===== config.mk =====
export PLATFORM = sky130hd
export DESIGN_NAME = matrix_transpose_seq
export DESIGN_NICKNAME = d
export VERILOG_FILES = /design/src/rtl/matrix_transpose_seq.sv
export SDC_FILE = /design/constraint.sdc
export NUM_CORES = 1
export LEC_CHECK = 0
export CAP_MARGIN = 15
export CORE_MARGIN = 1.5
export CORE_UTILIZATION = 45
export CTS_CLUSTER_SIZE = 16
export DETAILED_ROUTE_END_ITERATION = 7
export PLACE_DENSITY_LB_ADDON = 0.15
export REMOVE_ABC_BUFFERS = 1
export SYNTH_ARGS = -nofsm -noshare
export SYNTH_HDL_FRONTEND = slang
export SYNTH_SLANG_ARGS = --single-unit

===== constraint.sdc =====
create_clock -name clk -period 36.4 [get_ports clk]
set_input_delay 9.1 -clock clk [delete_from_list [all_inputs] [get_ports clk]]
set_output_delay 9.1 -clock clk [all_outputs]
set_load 0.02 [all_outputs]

===== src/rtl/matrix_transpose_seq.sv =====
// matrix_transpose_seq: sequential matrix transpose/copy engine.
// Captures up to MAX_DIM x MAX_DIM elements on an accepted start, then moves
// one element per cycle into a registered output buffer. The result is held
// with a valid flag until the next accepted job.
module matrix_transpose_seq #(
    parameter int DW       = 8,
    parameter int MAX_DIM  = 5,
    localparam int DIMW    = $clog2(MAX_DIM + 1)
) (
    input  logic                          clk,
    input  logic                          reset,
    input  logic                          start,
    input  logic                          mode,
    input  logic [DIMW-1:0]               m_in,
    input  logic [DIMW-1:0]               n_in,
    input  logic [MAX_DIM*MAX_DIM*DW-1:0] matrix_in,
    output logic                          busy,
    output logic                          done,
    output logic                          valid,
    output logic                          error,
    output logic [DIMW-1:0]               m_out,
    output logic [DIMW-1:0]               n_out,
    output logic [MAX_DIM*MAX_DIM*DW-1:0] matrix_out
);

    localparam int NE   = MAX_DIM * MAX_DIM;
    localparam int IDXW = (NE > 1) ? $clog2(NE) : 1;

    localparam logic [1:0] ST_IDLE  = 2'd0;
    localparam logic [1:0] ST_CHECK = 2'd1;
    localparam logic [1:0] ST_RUN   = 2'd2;
    localparam logic [1:0] ST_DONE  = 2'd3;

    logic [1:0]       state_reg, state_next;
    logic [DIMW-1:0]  m_reg, n_reg;
    logic             mode_reg;
    logic [NE*DW-1:0] mat_reg;
    logic [DIMW-1:0]  i_reg, j_reg;
    logic             done_reg, valid_reg, error_reg;
    logic [DIMW-1:0]  m_out_reg, n_out_reg;

    logic             accept;
    logic             dims_bad;
    logic             last_elem;
    logic             clear_out;
    logic             wr_en;
    logic [IDXW-1:0]  src_idx, dst_idx;
    logic [DW-1:0]    rd_data;

    // Job acceptance, dimension legality and element addressing.
    always_comb begin
        accept    = start && ((state_reg == ST_IDLE) || (state_reg == ST_DONE));
        dims_bad  = (m_reg == '0) || (n_reg == '0) ||
                    (m_reg > DIMW'(MAX_DIM)) || (n_reg > DIMW'(MAX_DIM));
        last_elem = (i_reg == m_reg - DIMW'(1)) && (j_reg == n_reg - DIMW'(1));
        clear_out = (state_reg == ST_CHECK);
        wr_en     = (state_reg == ST_RUN);
        src_idx   = IDXW'(i_reg) * IDXW'(MAX_DIM) + IDXW'(j_reg);
        dst_idx   = mode_reg ? src_idx
                             : IDXW'(j_reg) * IDXW'(MAX_DIM) + IDXW'(i_reg);
        rd_data   = mat_reg[int'(src_idx) * DW +: DW];
    end

    // Next-state selection for IDLE -> CHECK -> RUN -> DONE.
    always_comb begin
        state_next = state_reg;
        case (state_reg)
            ST_IDLE, ST_DONE: if (start)     state_next = ST_CHECK;
            ST_CHECK:         state_next = dims_bad ? ST_DONE : ST_RUN;
            ST_RUN:           if (last_elem) state_next = ST_DONE;
            default:          state_next = ST_IDLE;
        endcase
    end

    // State, job capture, counters and result status registers.
    always_ff @(posedge clk or posedge reset) begin
        if (reset) begin
            state_reg <= ST_IDLE;
            m_reg     <= '0;
            n_reg     <= '0;
            mode_reg  <= 1'b0;
            mat_reg   <= '0;
            i_reg     <= '0;
            j_reg     <= '0;
            done_reg  <= 1'b0;
            valid_reg <= 1'b0;
            error_reg <= 1'b0;
            m_out_reg <= '0;
            n_out_reg <= '0;
        end else begin
            state_reg <= state_next;
            // done is a single-cycle pulse on every entry into DONE
            done_reg  <= (state_next == ST_DONE) && (state_reg != ST_DONE);

            if (accept) begin
                m_reg     <= m_in;
                n_reg     <= n_in;
                mode_reg  <= mode;
                mat_reg   <= matrix_in;
                valid_reg <= 1'b0;
                error_reg <= 1'b0;
            end

            if (state_reg == ST_CHECK) begin
                i_reg <= '0;
                j_reg <= '0;
                if (dims_bad) begin
                    error_reg <= 1'b1;
                    valid_reg <= 1'b0;
                    m_out_reg <= '0;
                    n_out_reg <= '0;
                end
            end

            if (state_reg == ST_RUN) begin
                // column index runs fastest, wrapping into the next row
                if (j_reg == n_reg - DIMW'(1)) begin
                    j_reg <= '0;
                    i_reg <= i_reg + DIMW'(1);
                end else begin
                    j_reg <= j_reg + DIMW'(1);
                end
                if (last_elem) begin
                    valid_reg <= 1'b1;
                    m_out_reg <= mode_reg ? m_reg : n_reg;
                    n_out_reg <= mode_reg ? n_reg : m_reg;
                end
            end
        end
    end

    // One register per output element: cleared in CHECK, loaded when addressed in RUN.
    genvar gi;
    generate
        for (gi = 0; gi < NE; gi++) begin : g_elem
            logic [DW-1:0] out_el_reg;

            // Per-element clear/write; only the addressed element changes.
            always_ff @(posedge clk or posedge reset) begin
                if (reset) begin
                    out_el_reg <= '0;
                end else if (clear_out) begin
                    out_el_reg <= '0;
                end else if (wr_en && (dst_idx == IDXW'(gi))) begin
                    out_el_reg <= rd_data;
                end
            end

            assign matrix_out[gi*DW +: DW] = out_el_reg;
        end
    endgenerate

    assign busy  = (state_reg == ST_CHECK) || (state_reg == ST_RUN);
    assign done  = done_reg;
    assign valid = valid_reg;
    assign error = error_reg;
    assign m_out = m_out_reg;
    assign n_out = n_out_reg;

endmodule


---- Yosys cells after proc, flatten, opt, wreduce, memory -nomap -nowiden ----
Index checks and enable logic that the tools add are counted.
operators by class
  add/subtract/negate cells ............... 6
  $mul .................................... 2
  $lt $le $gt $ge ......................... 2
  eq/ne operators ......................... 31
  shifts and indexed selects .............. 1
  mux-type cells .......................... 79
  reduce and logical (&&, ||, !) cells .... 64
operators with widths
  cell                                                                    number
  8-bit two-way mux                                                       50
  200-bit by 9-bit variable part select with 8-bit output                 1
  2-bit nonzero test                                                      26
  3-bit two-way mux                                                       16
  5-bit equality test (second input constant)                             9
  5-bit by 4-bit equality test with 1-bit output (second input constant)  8
  1-bit logical AND                                                       28
  5-bit by 3-bit equality test with 1-bit output (second input constant)  4
  5-bit by 3-bit adder with 5-bit output                                  2
  5-bit by 2-bit equality test with 1-bit output (second input constant)  2
  3-bit by 3-bit multiplier with 5-bit output (second input constant)     2
  1-bit two-way mux                                                       9
  3-bit by 1-bit adder with 3-bit output (second input constant)          2
  2-bit equality test (second input constant)                             3
  3-bit equality test                                                     2
  3-bit > comparator (second input constant)                              2
  3-bit logical NOT                                                       2
  2-bit case mux with 3 select lines                                      1
  3-bit by 1-bit subtractor with 3-bit output (second input constant)     2
  5-bit by 1-bit equality test with 1-bit output (second input constant)  1
  5-bit logical NOT                                                       1
  1-bit logical OR                                                        5
  5-bit two-way mux                                                       1
  2-bit two-way mux                                                       2
  4 further kinds                                                         4
word-level totals
  bits in registers ....................... 424
  bits of input ports ..................... 210
  output and inout port bits .............. 210
  logic and storage cells ................. 222

---- Longest topological paths before layout ----
  depth after elaboration ................. 8
  depth in mapped cells ................... 15
  mapped depth without buffers ............ 10

---- Worst setup path after synthesis ----
Ideal clock, no wire load.
  path type ............................... input to register
  start ................................... input start
  end ..................................... register mat_reg[100]
  setup time .............................. 125 ps
  arrival time ............................ 10403 ps
  required time ........................... 36275 ps
  path slack .............................. 25872 ps
  cell stages on the path ................. 5
  path buffers ............................ 3
  cell sequence ........................... nand2_1 -> clkbuf_1 -> clkbuf_1 -> clkbuf_1 -> mux2_2
on the way
  longest elaborated chain between the ends .. 1
RTL lines
  what                  RTL line  text
  start, declared       12        input logic start,
  1-bit logical AND     52        accept = start && ((state_reg == ST_IDLE) || (state_reg == ST_DONE));
  end signal, assigned  99        mat_reg <= matrix_in;
  end, declared         37        logic [NE*DW-1:0] mat_reg;
Every way passes these cells.
A chain may end at the register's enable or synchronous reset.

---- Final worst setup path ----
  start ................................... register state_reg[0]
  end ..................................... output busy
on the way
  longest elaborated chain between the ends .. 2
  elaborated cells on any way between the ends .. 3
  classes of those cells .................. eq/ne: 2; reduce/logical: 1
RTL lines
  what                                                                                          RTL line  text
  start, declared                                                                               34        logic [1:0] state_reg, state_next;
  start signal, assigned                                                                        91        state_reg <= state_next;
  2-bit by 1-bit equality test with 1-bit output / 2-bit equality test (equally long branches)  153       assign busy = (state_reg == ST_CHECK) || (state_reg == ST_RUN);
  1-bit logical OR *                                                                            153
  end, declared                                                                                 17        output logic busy,
Mark *: on every way between the ends. The rest lies on a longest branch, timed or not.

==> results.json <==
{
  "outcome": "complete, no violations",
  "crit_cells": 4,
  "core_area_sq_um": 44120,
  "synth_top_area_share": 0.5283,
  "setup_viol": 0,
  "dr_total_vias": 13110,
  "fillCellCount": 3673,
  "port_buffers": 419,
  "max_cap_viol_count": 0,
  "routedWlPerCell_um": 21.42,
  "slew-limit-headroom": 0.2622,
  "dieWidth_um": 214.3,
  "fin_util": 0.5902,
  "multiInputGateArea_sq_um": 8924,
  "startpoint_type": "register",
  "max_freq_ghz": 0.08754,
  "final_cell_mix": "424 x dfrtp_1, 419 x clkdlybuf4s50_1, 252 x mux2i_1",
  "die_h_um": 214.3,
  "regArea_sq_um": 10610,
  "ios": 420,
  "synth_top_area_cell": "dfrtp_1",
  "rsz0062_at_grt": "no",
  "synth_area_sq_um": 20090,
  "cts_setup_buffers": 0,
  "crit_required_ns": 27.30,
  "clock-skew-final_ns": 0.01724,
  "clkSlewWorstSetupHoldPaths_ns": 0.06,
  "grtUsageTotal": 0.2329,
  "grt_pass1_vias": 13980,
  "grt_max_degree": 165,
  "dpl_cell_area_sq_um": 24620,
  "area_growth_pct": 29.66,
  "leakage_nw": 12.70,
  "power.total_uw": 947.4,
  "worstSkewPairLatency_ns": 0.57,
  "ys_warn_count": 0,
  "critPathKind": "reg2out",
  "root_buffer": "clkbuf_16",
  "fin_area_sq_um": 26040,
  "fin_crit_ns": 11.42,
  "cts_resized": 0,
  "finalMaxSlewViolations": 0,
  "ys_ff_latch": 424,
  "avgViaCountPerCell": 5.243,
  "path_cells": "inv_1, ha_1, inv_1, clkdlybuf4s50_1",
  "num_rows": 77,
  "max_stage_delay_ns": 0.64,
  "cts.sinks": 424,
  "synth-edff-count": 0,
  "path_buf_inv": 3,
  "synthArstFlopShare": 1.000,
  "synth_ff_type": "dfrtp_1",
  "postRouteAntennaNets": 0,
  "min_path_type": "reg2reg",
  "gp_congestion": 0.7724,
  "synth.area.top_cells": "dfrtp_1 53%, mux2i_1 13%, mux2_2 12%, nand2b_1 6.3%, mux4_2 2.8%",
  "worst_pin_slew_ns": 1.104,
  "ys_seq_area_frac": 0.5283,
  "drive_gt1_frac": 0.1879,
  "grt_pass1_wl_mm": 82.59,
  "hold_viol_final": 0,
  "syn_area_per_cell_sq_um": 13.35,
  "cts_buffer_depth": 3,
  "finalCritPeriodShare": 0.3138,
  "hold_depth": 2,
  "path_delay_family": "buffers and inverters",
  "cp.arrival_ns": 2.32,
  "critPathCaptureType": "primary output",
  "die-area_sq_um": 45910,
  "synthDistinctLibCells": 65,
  "nNetsFinal": 2103,
  "final_common_cell": "dfrtp_1",
  "ir_drop_mv": 0.02718,
  "antenna_found_initial": 11,
  "fin_setup_tns_ns": 0,
  "initial_utilization": 0.4552,
  "reg2reg_depth": 10,
  "power_density_nw_per_um2": 36.38,
  "drt_drc_violations_left": 0,
  "firstDrtPassIters": 6,
  "crit_slowest_cell": "clkdlybuf4s50_1",
  "ctsHoldBuffers": 0,
  "routed_wl_mm": 53.58,
  "grt.overflow.total": 0,
  "syn_inst": 1504,
  "drt_iter0_drc": 773,
  "critPathMostFrequentCell": "inv_1",
  "dp_hpwl_mm": 36.19,
  "cts_tree": "done",
  "cp_max_fo": 9,
  "htreeDepth": 2,
  "numCtsBuffers": 45
}
[cell usage after synthesis (4+ instances only)]
cell and count:
a211o_1 5, a211oi_1 13, a21o_1 4, a21oi_1 25, a221oi_1 4, a22oi_1 7, a31oi_1 6, a32oi_4 8
buf_2 28, buf_4 8, buf_6 15, clkbuf_1 58, dfrtp_1 424, ha_1 24, inv_1 12, mux2_2 212
mux2i_1 253, mux4_2 25, nand2_1 30, nand2b_1 201, nand3b_1 9, nor2_1 10, nor2_4 5, nor2b_1 12
nor3_1 12, o21ai_0 12, o21ai_2 4, o22ai_1 6, or3_1 9, xnor2_1 11
[worst min-delay path, cell delays in order, from the launching register on]
cell and delay [ns]:
dfrtp_1 0.35, nand2_1 0.05, nand2_1 0.05
[final timing paths]
check	start	end	slack, ns
min in group asynchronous	reset	n_out[1]	9.06
max in group asynchronous	reset	mat_reg[71]	25.07
min	error	error	0.48
max reg2reg	i_reg[2]	g_elem[3].out_el_reg[4]	31.55
max	state_reg[0]	busy	24.98
min reg2reg	error	error	0.48
[power by group]
part	internal (mW)	switching, mW
Clock	0.255	0.188
Combinational	0.0200	0.0126
Sequential	0.471	0
Total	0.747	0.201
[stage by stage]
stage	std cells	hold WS, ns	setup slack, ns
3_3_place_gp	2414	0.4819	24.43
3_5_place_dp	2414	0.4709	24.36
2_1_floorplan	1394	0.4715	15.50
5_1_grt	2498	0.5116	24.61
4_1_cts	2492	0.4849	24.94
6_report	2501	0.4830	24.98
[metal layers]
layer  share of wire  wire length (um)  GRT usage
met2            0.49             26220     0.3933
met1            0.42             22350     0.2865
met3           0.062              3306    0.05957
met4           0.031              1676    0.09014
met5         0.00047                25          0
[kinds of logic after synthesis]
group                      after synthesis  share of synthesized area
buffers and inverters                  123                    0.03183
muxes                                  492                     0.2748
xor gates and xnor gates                16                   0.007725
AOI/OAI and AO/OA                      114                    0.04722
adders and majority gates               24                    0.01495
and+or+nand+nor                        311                    0.09525
DFF                                    424                     0.5283
[layout make-up]
class | count | share of cell area
repair buffers | 428 | 0.1646
diodes | 9 | 0.0008648
flip-flops and latches | 424 | 0.4074
well taps | 592 | 0.02844
inverters | 13 | 0.002162
clock inverters | 13 | 0.003843
multi-input cells | 957 | 0.3426
clock buffers | 65 | 0.05006
Note: power is estimated with default switching activity, not from simulation.
